$ cat src/rtl/game_state_ctrl_pkg.sv
// rtl/game_state_ctrl_pkg.sv - state encodings, coordinate width and screen limits for game_state_ctrl
package game_state_ctrl_pkg;

   typedef enum logic [2:0] {
      ST_IDLE      = 3'd0,
      ST_PLAY      = 3'd1,
      ST_SCAN      = 3'd2,
      ST_DEAD      = 3'd3,
      ST_LEVEL_UP  = 3'd4,
      ST_GAME_OVER = 3'd5
   } state_e;

   localparam int COORD_W  = 10;
   localparam int CAR_BITS = 2 * COORD_W;
   localparam int SCREEN_W = 640;
   localparam int SCREEN_H = 480;

   localparam logic [2:0] LEVEL_MAX = 3'd7;

   function automatic logic [2:0] level_inc(input logic [2:0] lvl);
      return (lvl == LEVEL_MAX) ? lvl : lvl + 3'd1;
   endfunction

endpackage

$ cat src/rtl/game_state_ctrl_box_overlap.sv
// rtl/game_state_ctrl_box_overlap.sv - box_overlap: strict axis-aligned box overlap compare
// Sums are one bit wider than coordinates so edges near 1023 never wrap.
module box_overlap
   import game_state_ctrl_pkg::*;
#(
   parameter int A_W = 32,
   parameter int A_H = 32,
   parameter int B_W = 32,
   parameter int B_H = 32
) (
   input  logic [COORD_W-1:0] a_x_i,
   input  logic [COORD_W-1:0] a_y_i,
   input  logic [COORD_W-1:0] b_x_i,
   input  logic [COORD_W-1:0] b_y_i,
   output logic               overlap_o
);

   localparam logic [COORD_W:0] A_W_X = A_W[COORD_W:0];
   localparam logic [COORD_W:0] A_H_X = A_H[COORD_W:0];
   localparam logic [COORD_W:0] B_W_X = B_W[COORD_W:0];
   localparam logic [COORD_W:0] B_H_X = B_H[COORD_W:0];

   logic [COORD_W:0] a_x, a_y, b_x, b_y;

   assign a_x = {1'b0, a_x_i};
   assign a_y = {1'b0, a_y_i};
   assign b_x = {1'b0, b_x_i};
   assign b_y = {1'b0, b_y_i};

   assign overlap_o = (a_x < b_x + B_W_X) && (b_x < a_x + A_W_X) &&
                      (a_y < b_y + B_H_X) && (b_y < a_y + A_H_X);

endmodule

$ cat src/rtl/game_state_ctrl.sv
// rtl/game_state_ctrl.sv - per-frame collision scan, lives/level and game sequencing
// GOD_MODE_EN: collisions pulse hit but never cost a life.
module game_state_ctrl
   import game_state_ctrl_pkg::*;
#(
   parameter int NUM_CARS   = 4,
   parameter int LIVES      = 3,
   parameter int PLAYER_W   = 32,
   parameter int PLAYER_H   = 32,
   parameter int CAR_W      = 32,
   parameter int CAR_H      = 32,
   parameter int GOAL_Y     = 32,
   parameter int HIT_FRAMES = 30,
   parameter int WIN_FRAMES = 60
) (
   input  logic                         CLK,
   input  logic                         RST,
   input  logic                         frame_tick,
   input  logic                         start,
   input  logic [COORD_W-1:0]           player_x,
   input  logic [COORD_W-1:0]           player_y,
   input  logic [CAR_BITS*NUM_CARS-1:0] car_xy,
   output logic [2:0]                   state,
   output logic [1:0]                   lives,
   output logic [2:0]                   level,
   output logic                         hit,
   output logic                         respawn,
   output logic                         freeze
);

`ifdef GOD_MODE_EN
   localparam bit GOD_MODE = 1'b1;
`else
   localparam bit GOD_MODE = 1'b0;
`endif

   localparam int IDX_W      = (NUM_CARS > 1) ? $clog2(NUM_CARS) : 1;
   localparam int MAX_FRAMES = (HIT_FRAMES > WIN_FRAMES) ? HIT_FRAMES : WIN_FRAMES;
   localparam int CNT_W      = $clog2(MAX_FRAMES + 1);

   localparam logic [IDX_W-1:0]   LAST_IDX   = IDX_W'(NUM_CARS - 1);
   localparam logic [CNT_W-1:0]   HIT_LAST   = CNT_W'(HIT_FRAMES - 1);
   localparam logic [CNT_W-1:0]   WIN_LAST   = CNT_W'(WIN_FRAMES - 1);
   localparam logic [1:0]         LIVES_INIT = 2'(LIVES);
   localparam logic [COORD_W-1:0] GOAL_Y_C   = COORD_W'(GOAL_Y);

   state_e                       state_q, state_d;
   logic                         start_q;
   logic [COORD_W-1:0]           px_q, px_d, py_q, py_d;
   logic [CAR_BITS*NUM_CARS-1:0] cars_q, cars_d;
   logic [IDX_W-1:0]             idx_q, idx_d;
   logic                         found_q, found_d;
   logic [CNT_W-1:0]             cnt_q, cnt_d;
   logic [1:0]                   lives_q, lives_d;
   logic [2:0]                   level_q, level_d;
   logic                         hit_q, hit_d;
   logic                         respawn_q, respawn_d;

   logic                start_rise;
   logic [CAR_BITS-1:0] cur_car;
   logic                car_hit;
   logic                found_all;
   logic                last_car;
   logic                lose_life;
   logic                goal;

   assign start_rise = start & ~start_q;
   assign last_car   = (idx_q == LAST_IDX);
   assign found_all  = found_q | car_hit;
   assign lose_life  = found_all & ~GOD_MODE;
   assign goal       = (py_q <= GOAL_Y_C);

   always_comb begin
      cur_car = cars_q[CAR_BITS-1:0];
      for (int i = 0; i < NUM_CARS; i++) begin
         if (idx_q == IDX_W'(i)) cur_car = cars_q[i*CAR_BITS +: CAR_BITS];
      end
   end

   box_overlap #(
      .A_W(PLAYER_W),
      .A_H(PLAYER_H),
      .B_W(CAR_W),
      .B_H(CAR_H)
   ) u_overlap (
      .a_x_i    (px_q),
      .a_y_i    (py_q),
      .b_x_i    (cur_car[COORD_W-1:0]),
      .b_y_i    (cur_car[CAR_BITS-1:COORD_W]),
      .overlap_o(car_hit)
   );

   always_ff @(posedge CLK) begin
      if (RST) state_q <= ST_IDLE;
      else     state_q <= state_d;
   end

   always_comb begin
      state_d = state_q;
      case (state_q)
         ST_IDLE, ST_GAME_OVER: if (start_rise) state_d = ST_PLAY;
         ST_PLAY:               if (frame_tick) state_d = ST_SCAN;
         ST_SCAN: begin
            if (last_car) begin
               if (lose_life)  state_d = (lives_q <= 2'd1) ? ST_GAME_OVER : ST_DEAD;
               else if (goal)  state_d = ST_LEVEL_UP;
               else            state_d = ST_PLAY;
            end
         end
         ST_DEAD:     if (frame_tick && cnt_q == HIT_LAST) state_d = ST_PLAY;
         ST_LEVEL_UP: if (frame_tick && cnt_q == WIN_LAST) state_d = ST_PLAY;
         default:     state_d = ST_IDLE;
      endcase
   end

   always_comb begin
      px_d      = px_q;
      py_d      = py_q;
      cars_d    = cars_q;
      idx_d     = idx_q;
      found_d   = found_q;
      cnt_d     = cnt_q;
      lives_d   = lives_q;
      level_d   = level_q;
      hit_d     = 1'b0;
      respawn_d = 1'b0;
      case (state_q)
         ST_IDLE, ST_GAME_OVER: begin
            if (start_rise) begin
               lives_d   = LIVES_INIT;
               level_d   = 3'd0;
               respawn_d = 1'b1;
            end
         end
         ST_PLAY: begin
            if (frame_tick) begin
               px_d    = player_x;
               py_d    = player_y;
               cars_d  = car_xy;
               idx_d   = '0;
               found_d = 1'b0;
            end
         end
         ST_SCAN: begin
            idx_d   = idx_q + IDX_W'(1);
            found_d = found_all;
            if (last_car) begin
               cnt_d = '0;
               hit_d = found_all;
               if (lose_life && lives_q != 2'd0) lives_d = lives_q - 2'd1;
               if (!lose_life && goal)           level_d = level_inc(level_q);
            end
         end
         ST_DEAD, ST_LEVEL_UP: begin
            if (frame_tick) begin
               cnt_d     = cnt_q + CNT_W'(1);
               respawn_d = (cnt_q == ((state_q == ST_DEAD) ? HIT_LAST : WIN_LAST));
            end
         end
         default: ;
      endcase
   end

   always_ff @(posedge CLK) begin
      if (RST) begin
         start_q   <= 1'b0;
         px_q      <= '0;
         py_q      <= '0;
         cars_q    <= '0;
         idx_q     <= '0;
         found_q   <= 1'b0;
         cnt_q     <= '0;
         lives_q   <= LIVES_INIT;
         level_q   <= 3'd0;
         hit_q     <= 1'b0;
         respawn_q <= 1'b0;
      end else begin
         start_q   <= start;
         px_q      <= px_d;
         py_q      <= py_d;
         cars_q    <= cars_d;
         idx_q     <= idx_d;
         found_q   <= found_d;
         cnt_q     <= cnt_d;
         lives_q   <= lives_d;
         level_q   <= level_d;
         hit_q     <= hit_d;
         respawn_q <= respawn_d;
      end
   end

   assign state   = state_q;
   assign lives   = lives_q;
   assign level   = level_q;
   assign hit     = hit_q;
   assign respawn = respawn_q;
   assign freeze  = ~((state_q == ST_PLAY) || (state_q == ST_SCAN));

endmodule
$ cat config.mk
export PLATFORM = sky130hd
export DESIGN_NAME = game_state_ctrl
export DESIGN_NICKNAME = d
export VERILOG_FILES = /design/src/rtl/game_state_ctrl_pkg.sv /design/src/rtl/game_state_ctrl_box_overlap.sv /design/src/rtl/game_state_ctrl.sv
export SDC_FILE = /design/constraint.sdc
export NUM_CORES = 1
export LEC_CHECK = 0
export ABC_AREA = 1
export BUFFER_PORTS_ARGS = -buffer_cell sky130_fd_sc_hd__buf_2
export CORE_UTILIZATION = 50
export CTS_CLUSTER_DIAMETER = 60
export CTS_CLUSTER_SIZE = 28
export DETAILED_ROUTE_END_ITERATION = 8
export MAX_ROUTING_LAYER = met4
export PLACE_DENSITY = 0.73
export RECOVER_POWER = 100
export SLEW_MARGIN = 15
export SYNTH_ARGS = -nofsm -noshare
export SYNTH_HDL_FRONTEND = slang
export SYNTH_SLANG_ARGS = --single-unit
$ cat constraint.sdc
create_clock -name CLK -period 3.4 [get_ports CLK]
set_input_delay 0.68 -clock CLK [delete_from_list [all_inputs] [get_ports CLK]]
set_output_delay 0.68 -clock CLK [all_outputs]
set_load 0.1 [all_outputs]
## After elaboration in Yosys (flattened, before gate mapping)

Cells that the tools add are included.

| storage, ports and cells | value |
|---|---|
| bits in registers | 120 |
| input port bits | 104 |

| operators by class | value |
|---|---|
| $add $sub $neg | 8 |
| order comparisons | 6 |
| equality and inequality tests | 21 |
| muxes and demuxes | 32 |
| bitwise operators | 6 |
| reduce and logical (&&, ||, !) cells | 23 |

Operators with widths:

| operator | number |
|---|---|
| two-way mux 20 bit | 3 |
| adder 10 x 6 -> 11 bit (second input constant) | 4 |
| less-than comparator 10 x 11 -> 1 bit | 4 |
| two-way mux 3 bit | 12 |
| two-way mux 6 bit | 3 |
| != test 2 bit (second input constant) | 9 |
| case mux 3 bit (5 select lines) | 1 |
| case mux 6 bit (2 select lines) | 1 |
| <= comparator 10 x 6 -> 1 bit (second input constant) | 1 |
| AND reduction 5 bit | 2 |
| == test 3 bit (second input constant) | 3 |
| two-way mux 2 bit | 4 |
| case mux 2 bit (2 select lines) | 2 |
| nonzero test 2 bit | 4 |
| logical AND 1 bit | 7 |
| adder 6 x 1 -> 6 bit (second input constant) | 1 |
| == test 3 x 2 -> 1 bit (second input constant) | 2 |
| == test 6 x 5 -> 1 bit (second input constant) | 1 |
| == test 6 bit | 1 |
| == test 6 bit (second input constant) | 1 |
| case mux 3 bit (2 select lines) | 1 |
| == test 2 bit (second input constant) | 2 |
| NOT 1 bit | 4 |
| case mux 1 bit (2 select lines) | 2 |
| other kinds (17) | 21 |

## Depth between registers and ports, before layout

Gate-level depths: netlist (run 1).

| logic depth | value |
|---|---|
| word-level depth | 15 |
| mapped depth | 24 |
| depth with buffers taken out | 23 |

## Cells and area by module

From an unflattened synthesis (run 1), not the netlist that was laid out.

| second synthesis, totals | value |
|---|---|
| cells, all modules | 925 |
| area total of the unflattened synthesis | 6517.5 µm² |

Modules (own cells, without submodules):

| module | instances | cells an instance | area each (µm²) |
|---|---|---|---|
| game_state_ctrl | 1 | 741 | 5363.9 |
| box_overlap | 1 | 184 | 1153.6 |

## Least setup slack after synthesis (run 1)

OpenSTA, ideal clock, no wires.

| timing | value |
|---|---|
| path kind | reg-to-reg |
| from | register idx_q[0] |
| to | register lives_q[0] (netlist: lives[0]) |
| library setup time | 131 ps |
| data arrival time | 2836 ps |
| data required time | 3269 ps |
| slack | 433 ps |
| cell stages (with the launch flop) | 21 |
| buffers on the path | 3 |
| period minus slack after synthesis | 2967 ps |
| cell sequence | dfxtp_1 inv_1 ha_1 buf_6 buf_4 clkbuf_1 o31ai_1 o21a_1 ha_1 a21oi_1 nor2_1 a211oi_1 o21bai_1 a21oi_1 nand4_2 nand2_4 nand3_2 nand2_2 nand2_1 nand2_1 nand3_1 |

| on the way | value |
|---|---|
| word-level cells in the longest chain between the ends | 13 |
| elaborated cells on any way between the ends | 20 |

Ends and longest elaborated chain:

| item | RTL line | source |
|---|---|---|
| from (decl) | game_state_ctrl.sv:51 | `logic [IDX_W-1:0] idx_q, idx_d;` |
| from (signal assigned) | game_state_ctrl.sv:182 | `idx_q <= idx_d;` |
| == test 2 x 1 -> 1 bit | game_state_ctrl.sv:76 | `if (idx_q == IDX_W'(i)) cur_car = cars_q[i*CAR_BITS +: CAR_BITS];` |
| two-way mux 20 bit (3 in a row) | game_state_ctrl.sv:76 |  |
| adder 10 x 6 -> 11 bit | game_state_ctrl_box_overlap.sv:30 | `assign overlap_o = (a_x < b_x + B_W_X) && (b_x < a_x + A_W_X) &&` |
| less-than comparator 10 x 11 -> 1 bit | game_state_ctrl_box_overlap.sv:30 |  |
| logical AND 1 bit (2 in a row) | game_state_ctrl_box_overlap.sv:30 |  |
| logical AND 1 bit | game_state_ctrl_box_overlap.sv:31 | `(a_y < b_y + B_H_X) && (b_y < a_y + A_H_X);` |
| OR 1 bit | game_state_ctrl.sv:69 | `assign found_all = found_q \| car_hit;` |
| logical AND 1 bit | game_state_ctrl.sv:150 | `if (lose_life && lives_q != 2'd0) lives_d = lives_q - 2'd1;` |
| != test 2 bit (no source line) | n/a |  |
| AND reduction 4 bit (no source line) * | n/a |  |
| to (signal assigned) | game_state_ctrl.sv:185 | `lives_q <= lives_d;` |
| to (decl) | game_state_ctrl.sv:54 | `logic [1:0] lives_q, lives_d;` |

Every way passes the cells marked *; elsewhere a longest branch is shown, timed or not.
A chain may end at the register's enable or synchronous reset.

## Worst setup path in the final report (run 1)

Same ends and word-level chain as after synthesis.

==> results of run 1 <==
report_power, final:
group | switching (W) | total [W] | internal [W]
Clock | 0.000667 | 0.00176 | 0.00109
Sequential | 0.000240 | 0.00197 | 0.00173
Combinational | 0.00159 | 0.00237 | 0.000781
repair_timing:
item / CTS / global route
resized for setup: 0 / 11
endpoints found under the hold margin: 0 / 0
setup buffers: 0 / 1
hold buffers: 0 / 0
setup endpoints to repair: 0 / 6
worst max path at each step:
| stage | from | endpoint |
|---|---|---|
| after floorplan | idx_q[0]$_SDFFE_PP0P_ | lives[0]$_SDFFE_PP1P_ |
| after global placement | idx_q[0]$_SDFFE_PP0P_ | lives[0]$_SDFFE_PP1P_ |
| after detailed placement | idx_q[0]$_SDFFE_PP0P_ | lives[1]$_SDFFE_PP1P_ |
| after CTS | idx_q[0]$_SDFFE_PP0P_ | lives[0]$_SDFFE_PP1P_ |
| after global routing | idx_q[0]$_SDFFE_PP0P_ | lives[1]$_SDFFE_PP1P_ |
| final | idx_q[0]$_SDFFE_PP0P_ | lives[0]$_SDFFE_PP1P_ |
worst min-delay path, cell delays in order, from the launching register on:
cell,delay [ns]
dfxtp_1,0.30
inv_1,0.06
a21oi_1,0.06
flip-flops by register name, summed over array words and instances, names as in the netlist:
name     count
cars_q      80
px_q        10
py_q        10
cnt_q        6
level        3
state        3
idx_q        2
lives        2
found_q      1
hit          1
respawn      1
start_q      1
cells in the final DEF (no fill, tap or decap), types with 3 or more instances in the layout:
master,synthesis,layout
buf_12,0,3
a21oi_1,67,67
nand4_1,5,5
nand2_1,111,111
dfxtp_1,120,119
ha_1,47,44
a211oi_1,4,4
nand3_2,3,3
o21a_1,7,7
nor3_1,10,10
buf_2,4,102
xor2_1,9,9
clkbuf_16,0,17
buf_4,2,6
nand2_2,6,6
inv_6,1,3
nor2_1,206,206
o31ai_1,7,6
xnor2_1,3,3
nand3_1,29,29
clkbuf_1,34,15
inv_1,75,74
o21ai_0,110,111
inv_2,4,3
a31oi_1,3,3
o21ai_2,2,3
clkinvlp_4,0,4
cell families after synthesis:
| family | after synthesis | synth area share, % |
|---|---|---|
| compound gates | 216 | 18.5 |
| flops | 120 | 37.5 |
| fa+ha+maj | 47 | 9.18 |
| xor+xnor | 12 | 1.64 |
| simple gates | 384 | 25.1 |
| buf+inv | 126 | 8.12 |
through the flow:
stage                     setup slack [ns]  instances  utilization (%)  instance area (sq um)
final                                0.210       1183             62.7                   7680
after global routing                0.0129       1183             62.7                   7680
after CTS                            0.105       1182             62.5                   7660
after detailed placement             0.127       1151             57.8                   7090
after global placement               0.204       1151             57.8                   7090
after floorplan                      0.433        905                -                   6410
layer usage:
metal  GRT usage [%]  vias to the layer above  routed length, um
met3            7.33                       42                889
met2            39.9                      176               7190
met5               -                        -                  0
met4            10.6                        0                490
li1                -                     3146                  -
met1            35.1                     2736               7770
layout make-up:
type,instances,area [sq um],share of cell area [%]
clock buffers,21,450,5.86
multi-input cells,659,3510,45.7
repair buffers,124,672,8.75
clock inverters,10,121,1.58
inverters,81,313,4.07
well taps,168,210,2.74
flip-flops and latches,120,2400,31.3
==> results.toml, run 1 <==
[critical_path]
worstPathArrival_ns = 3.49
path_cells = "inv_1 -> ha_2 -> buf_4 -> o31ai_1 -> o21a_1 -> ha_1 -> a21oi_1 -> nor2_1 -> a211oi_1 -> o21bai_1 -> a21oi_1 -> nand4_2 -> nand2_4 -> nand3_2 -> nand2_2 -> nand2_1 -> nand2_1 -> nand3_1"
r2r_slack_ns = 0.21
reg2reg_to = "lives[0]$_SDFFE_PP1P_"
worst_setup_path_end_kind = "flop"
reg2reg_from = "idx_q[0]$_SDFFE_PP0P_"
path_depth = 18
path_delay_family = "compound AO/OA/AOI/OAI gates"
slowest_delay_ns = 0.40
path_buf_inv = 2
crit_type = "flop to flop"
cp-start-kind = "flop"
cp_slowest_cell = "o31ai_1"
cp_max_fo = 20
worst_ep_required_time_ns = 3.70
reg2reg_depth = 18

[synthesis]
ys_warn_count = 0
synth.most_common_cell = "nor2_1"
synth_area_leader_cell = "dfxtp_1"
syn_inst = 905
async_flop_share_pct = 0
ys_ff_latch = 120
synth_cell_types = 46
yosysSeqAreaShare_pct = 37.5
syn-num-nets = 1056
synth_area_leaders = "dfxtp_1, nor2_1, ha_1"
synth_ff_type = "dfxtp_1"
synth_area_sq_mm = 0.00641
synth_edf_count = 0
yosys-top-cells-count = "nor2_1, dfxtp_1, nand2_1"
netlist.area_leader.share_pct = 37.5
syn_avg_cell_area_sq_um = 7.08

[drt]
drcViolationCount = 0
drtIter0Drc = 426
firstDrtPassIters = 6
routedWlPerCell_um = 13.8
vias = 6100
drtAntennaViolNets = 0
wl_um = 16300
vias_per_cell = 5.16

[global_route]
grt_max_degree = 86
track_usage_pct = 27.1
overflow = 0
antenna_found_initial = 0
grt_pass1_vias = 5587
grt_pass1_wl_um = 26900

[run_status]
outcome = "finished clean"

[final_layout]
drive_gt1_share_pct = 17.3
areaGrowthSynthToFinish_pct = 19.9
num_antenna_cells = 0
fill_cells = 1150
final_nets = 1154

[clocking]
cts_root_buffer = "clkbuf_16"
clk_pin_slew_worst_paths_ns = 0.06
numCtsBuffers = 17
cts_num_sinks = 120
cts_tree = "done"
clk-insertion-delay-late_ns = 0.43
cts_buffer_depth = 2
htreeDepth = 4

[power_and_ir_drop]
power_density_mw_per_mm2 = 794
total_power_w = 0.00610
p_leak_nw = 3.59
vdd_drop_max_mv = 0.470

[die]
core_region_area_sq_mm = 0.0123
start_util_pct = 52.3
fp.dieH_um = 115
die_area_sq_mm = 0.0133
io_pins = 115
chipWidth_um = 115
rows = 40

[timing]
setup_viol = 0
finalHoldViolations = 0
drv_slew = 0
rsz0062_at_grt = "false"
period_needed_ns = 3.19
fin_skew_ns = 0.00563
fin_tns_setup_ns = 0
fmax_mhz = 314
period_share_pct = 93.8
tightest_slew_ns = 1.34
whs_ns = 0.458
slew_headroom_pct = 10.2

[place]
hpwl_um = 11700
io_buffers = 114
gp_congestion = 0.881

[worst_hold_path]
hp-class = "flop to flop"
hold-path-endpoint = "cars_q[45]$_SDFFE_PP0P_"
holdPathStages = 2
hp-start = "cars_q[45]$_SDFFE_PP0P_"

[flow_run]
cap_violations = 0
Note: power is estimated with default switching activity, not from simulation.
==> run 2: changes to the inputs <==
--- a/config.mk
+++ b/config.mk
@@ -5,7 +5,6 @@
 export SDC_FILE = /design/constraint.sdc
 export NUM_CORES = 1
 export LEC_CHECK = 0
-export ABC_AREA = 1
 export BUFFER_PORTS_ARGS = -buffer_cell sky130_fd_sc_hd__buf_2
 export CORE_UTILIZATION = 50
 export CTS_CLUSTER_DIAMETER = 60
==> run 2 against run 1 <==
  * The run now ends with max-capacitance violations, max-slew violations, negative setup slack left
  * Sequential power is 9.6% lower
  * Die area up 1.4%
  * Global-route usage rose by 1.2 points
  * Register-to-register slack worse by 0.54 ns
  * Via count increased by 4.7%
  * Clock skew increased by 0.0046 ns
  * Cell area rose by 10%
  * Setup slack got worse by 0.54 ns
  * Clock power about the same
  * Hold slack got worse by 0.0044 ns
  * Largest power group unchanged
==> results.toml, run 2 <==
[global_route]
overflow = 0
grt_pass1_wl_um = 28300
grt_pass1_vias = 5895
grt_max_degree = 64
track_usage_pct = 28.2
antenna_found_initial = 0

[die]
start_util_pct = 51.5
die_area_sq_mm = 0.0135
rows = 41
core_region_area_sq_mm = 0.0126
io_pins = 115
chipWidth_um = 116
fp.dieH_um = 116

[power_and_ir_drop]
p_switching_w = 0.00210
power_density_mw_per_mm2 = 683
vdd_drop_max_mv = 0.367
clkPwrFrac_pct = 30.0
total_power_w = 0.00578
p_int_w = 0.00367
p_leak_nw = 3.46
p_sw_share_pct = 36.4
combPwrFrac_pct = 39.2
seqPwrFrac_pct = 30.9

[drt]
drtAntennaViolNets = 0
drtIter0Drc = 361
vias = 6389
vias_per_cell = 5.40
firstDrtPassIters = 5
wl_um = 17700
drcViolationCount = 0
routedWlPerCell_um = 14.9

[place]
hpwl_um = 12100
gp_congestion = 0.910
dp_slack_ns = -0.359
io_buffers = 114
dp_cells = 1143

[synthesis]
synth.most_common_cell = "nand2_1"
synth_cell_types = 62
synth_area_sq_mm = 0.00650
syn-num-nets = 1007
async_flop_share_pct = 0
synth_area_leader_cell = "dfxtp_1"
synth_ff_type = "dfxtp_1"
syn_inst = 856
ys_ff_latch = 120
ys_warn_count = 0
yosysSeqAreaShare_pct = 37.0
netlist.area_leader.share_pct = 37.0
syn_avg_cell_area_sq_um = 7.59
synth_area_leaders = "dfxtp_1, nand2_1, a21oi_1"
yosys-top-cells-count = "nand2_1, a21oi_1, dfxtp_1"
synth_edf_count = 0

[final_layout]
num_antenna_cells = 0
largest_registers = "cars_q x80, px_q x10, py_q x10"
areaGrowthSynthToFinish_pct = 30.2
final-seq-area_sq_mm = 0.00241
largest_reg_flops = 80
final_cells = 1183
drive_gt1_share_pct = 25.8
top_register = "cars_q"
mostFrequentLayoutCells = "nand2_1, a21oi_1, dfxtp_1"
layout_commonest_cell = "nand2_1"
final_nets = 1151
multi_input_area_sq_mm = 0.00401
post-route-util_pct = 67.0
fill_cells = 1105

[clocking]
htreeDepth = 4
clk-insertion-delay-late_ns = 0.42
cts_tree = "done"
numCtsBuffers = 17
cts_buffer_depth = 2
clk_pin_slew_worst_paths_ns = 0.05
cts_num_sinks = 120
cts_root_buffer = "clkbuf_16"

[critical_path]
cp_max_fo = 7
path_buf_inv = 3
path_delay_family = "compound AO/OA/AOI/OAI gates"
reg2reg_to = "level[0]$_SDFFE_PP0P_"
reg2reg_depth = 17
cp_slowest_cell = "dfxtp_4"
path_cells = "inv_2 -> ha_4 -> buf_6 -> mux2_2 -> a211oi_1 -> a21oi_1 -> nand3_1 -> xor2_1 -> ha_1 -> a21o_1 -> a221oi_2 -> o21ai_2 -> o21a_1 -> o31ai_4 -> buf_4 -> a2111oi_4 -> o221a_2"
crit_type = "flop to flop"
slowest_delay_ns = 0.36
worst_ep_required_time_ns = 3.71
worstPathArrival_ns = 4.04
worst_setup_path_end_kind = "flop"
r2r_slack_ns = -0.33
reg2reg_from = "idx_q[1]$_SDFFE_PP0P_"
cp-start-kind = "flop"

[timing]
rsz0062_at_grt = "true"
period_share_pct = 110
fmax_mhz = 268
layout_setup_ws_ns = -0.334
slew_headroom_pct = -17.4
fin_skew_ns = 0.0102
tightest_slew_ns = 1.76
period_needed_ns = 3.73
finalHoldViolations = 0
fin_tns_setup_ns = -2.42
drv_slew = 95
setup_viol = 9

[run_status]
outcome = "finished, violations left"
violations = "max-capacitance violations, max-slew violations, negative setup slack"

[worst_hold_path]
holdPathStages = 2
hold-path-endpoint = "cars_q[3]$_SDFFE_PP0P_"
hp-class = "flop to flop"
hp-start = "cars_q[3]$_SDFFE_PP0P_"

[flow_run]
cap_violations = 2
## run 2: power by group through the flow
stage          combinational (W)  sequential, W  clock, W
2_1_floorplan            0.00129        0.00183         0
3_3_place_gp             0.00186        0.00179         0
3_5_place_dp             0.00188        0.00180         0
4_1_cts                  0.00217        0.00177   0.00175
5_1_grt                  0.00248        0.00181   0.00182
6_report                 0.00226        0.00178   0.00173
## run 2: cell type report
type                    count  area share [%]
multi-input cells         651            47.4
flip-flops and latches    120            28.5
inverters                  33            1.49
clock inverters             8            1.17
repair buffers            177            13.4
well taps                 172            2.54
clock buffers              22            5.49
## run 2: per-stage QoR
step | instance area, sq um | hold WS (ns)
final | 8460 | 0.453
after global routing | 8460 | 0.468
after CTS | 8340 | 0.453
after global placement | 7530 | 0.443
after floorplan | 6570 | 0.431
after detailed placement | 7530 | 0.446
## run 2: metal layers
metal / vias to the layer above / global-route usage (%) / wire, um
li1: 3209 / - / -
met1: 2964 / 36.4 / 8300
met2: 185 / 44.0 / 8200
met3: 31 / 5.39 / 798
met4: 0 / 10.3 / 347
met5: - / - / 0
## run 2: worst max-delay path by stage
| stage | from | end | slack [ns] | cells past startpoint |
|---|---|---|---|---|
| 6_report | idx_q[1]$_SDFFE_PP0P_ | level[0]$_SDFFE_PP0P_ | -0.33 | 17 |
| 4_1_cts | idx_q[1]$_SDFFE_PP0P_ | lives[0]$_SDFFE_PP1P_ | -0.18 | 18 |
| 2_1_floorplan | idx_q[1]$_SDFFE_PP0P_ | lives[0]$_SDFFE_PP1P_ | -0.03 | 19 |
| 3_5_place_dp | idx_q[0]$_SDFFE_PP0P_ | level[0]$_SDFFE_PP0P_ | -0.36 | 16 |
| 5_1_grt | idx_q[1]$_SDFFE_PP0P_ | level[0]$_SDFFE_PP0P_ | -0.52 | 17 |
| 3_3_place_gp | idx_q[1]$_SDFFE_PP0P_ | level[0]$_SDFFE_PP0P_ | -0.30 | 14 |
## run 2: cell families after synthesis
kind of cell	share of synthesized area (%)
muxes	3.58
DFF	37.0
AOI/OAI and AO/OA	19.4
xor gates and xnor gates	2.43
buffers and inverters	5.30
adders and majority gates	9.05
and+or+nand+nor	23.3
## run 2: tightest hold or removal path, cell delays in order, from the launching register on
cell	delay, ns
dfxtp_1	0.30
nand2_1	0.05
a21oi_1	0.05
## run 2: timing repair
item | in CTS | in global routing
resized for setup | 32 | 32
setup buffers | 7 | 3
endpoints found under the hold margin | 0 | 0
cloned | 2 | 0
hold buffers | 0 | 0
setup endpoints to repair | 9 | 10
pin swaps | 14 | 27
==> run 3: changes to the inputs <==
--- a/config.mk
+++ b/config.mk
@@ -6,6 +6,7 @@
 export NUM_CORES = 1
 export LEC_CHECK = 0
 export BUFFER_PORTS_ARGS = -buffer_cell sky130_fd_sc_hd__buf_2
+export CORE_ASPECT_RATIO = 0.8
 export CORE_UTILIZATION = 50
 export CTS_CLUSTER_DIAMETER = 60
 export CTS_CLUSTER_SIZE = 28
==> run 3 against run 2 <==
  * The run still ends with max-capacitance violations, max-slew violations, negative setup slack left
  * Setup slack better by 0.12 ns
  * Non-clock buffer count up 12
  * Clock skew up 0.0097 ns
  * Routed wire length up 2.2%
  * Via count up 0.75%
  * Largest cell class unchanged
==> results.toml, run 3 (synthesis results as in run 2) <==
[run_status]
outcome = "finished, violations left"
violations = "max-capacitance violations, max-slew violations, negative setup slack"

[final_layout]
mostFrequentLayoutCells = "nand2_1, a21oi_1, dfxtp_1"
final_nets = 1164
largest_reg_flops = 80
areaGrowthSynthToFinish_pct = 31.4
drive_gt1_share_pct = 25.7
top_register = "cars_q"
layout_commonest_cell = "nand2_1"
largest_registers = "cars_q x80, px_q x10, py_q x10"
fill_cells = 1040
num_antenna_cells = 0

[clocking]
cts_buffer_depth = 2
htreeDepth = 4
cts_tree = "done"
clk-insertion-delay-late_ns = 0.43
cts_root_buffer = "clkbuf_16"
cts_num_sinks = 120
clk_pin_slew_worst_paths_ns = 0.06
numCtsBuffers = 17
cts_hold_buffers = 0

[worst_hold_path]
hp-class = "flop to flop"

[timing]
fin_tns_setup_ns = -1.00
slew_headroom_pct = -39.7
setup_viol = 8
tightest_slew_ns = 2.10
fmax_mhz = 277
period_share_pct = 106
layout_setup_ws_ns = -0.211
period_needed_ns = 3.61
finalHoldViolations = 0
fin_skew_ns = 0.0199
drv_slew = 95
rsz0062_at_grt = "true"

[global_route]
grt_max_degree = 71
track_usage_pct = 28.6
overflow = 0
grt_pass1_wl_um = 29400
grt_pass1_vias = 5947
antenna_found_initial = 0

[critical_path]
cp-start-kind = "flop"
worstPathArrival_ns = 3.97
crit_type = "flop to flop"
worst_ep_required_time_ns = 3.76
worst_setup_path_end_kind = "flop"
cp_max_fo = 6

[drt]
drtAntennaViolNets = 0
vias = 6437
wl_um = 18000
routedWlPerCell_um = 15.1
vias_per_cell = 5.38
firstDrtPassIters = 7
drcViolationCount = 0
drtIter0Drc = 549

[place]
io_buffers = 114
gp_congestion = 0.927
hpwl_um = 12100

[power_and_ir_drop]
power_density_mw_per_mm2 = 678
vdd_drop_max_mv = 0.534
p_leak_nw = 3.53
total_power_w = 0.00578

[die]
io_pins = 115
fp.dieH_um = 104
core_region_area_sq_mm = 0.0124
chipWidth_um = 129
start_util_pct = 52.3
rows = 36
die_area_sq_mm = 0.0135

[flow_run]
cap_violations = 2
run 3: worst max-delay path, stage by stage (launching register included):
cell	delay [ns]
dfxtp_4	0.38
inv_4	0.04
ha_4	0.18
buf_4	0.15
mux2i_1	0.13
nand2_1	0.07
o21ai_1	0.08
o21ai_2	0.21
ha_4	0.18
nand3_2	0.06
xor2_1	0.15
ha_1	0.30
and3_4	0.19
buf_4	0.10
o2111ai_1	0.12
o21ai_1	0.22
o21a_4	0.21
o31ai_4	0.09
buf_12	0.15
a2111oi_4	0.30
mux2i_1	0.23
run 3: layout make-up:
type / count / area (sq um) / area share, %
Multi-Input combinational cell: 652 / 4010 / 46.9
Sequential cell: 120 / 2410 / 28.2
Timing Repair Buffer: 189 / 1210 / 14.1
Clock buffer: 17 / 425 / 4.98
Tap cell: 171 / 214 / 2.51
Clock inverter: 15 / 143 / 1.67
Inverter: 33 / 131 / 1.54
run 3: timing repair:
| action | CTS | global route |
|---|---|---|
| setup endpoints to repair | 9 | 10 |
| buffers inserted | 20 | 4 |
| resized for setup | 45 | 10 |
| pin swaps | 21 | 12 |
| cloned | 1 | 1 |
run 3: path summary, 6_finish.rpt:
path                                              start  slack (ns)                      end  depth (start not counted)
worst max-delay path              idx_q[1]$_SDFFE_PP0P_       -0.21    level[1]$_SDFFE_PP0P_                         20
worst min-delay path            cars_q[50]$_SDFFE_PP0P_        0.45  cars_q[50]$_SDFFE_PP0P_                          2
worst max register to register    idx_q[1]$_SDFFE_PP0P_       -0.21    level[1]$_SDFFE_PP0P_                         20
worst min register to register  cars_q[50]$_SDFFE_PP0P_        0.45  cars_q[50]$_SDFFE_PP0P_                          2
run 3: power breakdown:
part	total (W)	switching, W	internal, W
clock	0.00174	0.000724	0.00102
sequential	0.00178	0.000186	0.00160
combinational	0.00226	0.00132	0.000939
run 3: layer usage:
layer / vias to the layer above / track usage (%) / wire, um
met1: 2960 / 40.1 / 8980
met5: - / - / 0
met4: 0 / 9.05 / 303
met3: 29 / 5.66 / 961
met2: 206 / 40.9 / 7800
li1: 3242 / - / -
run 3: through the flow:
stage | worst slack [ns] | area, sq um | hold WS, ns | instances | util [%]
finish | -0.211 | 8540 | 0.449 | 1197 | 68.7
global route | -0.338 | 8540 | 0.467 | 1197 | 68.7
CTS | -0.107 | 8450 | 0.450 | 1192 | 68.0
detailed placement | -0.373 | 7530 | 0.442 | 1139 | 60.6
global placement | -0.239 | 7530 | 0.440 | 1139 | 60.6
floorplan | -0.0295 | 6570 | 0.431 | 856 | -
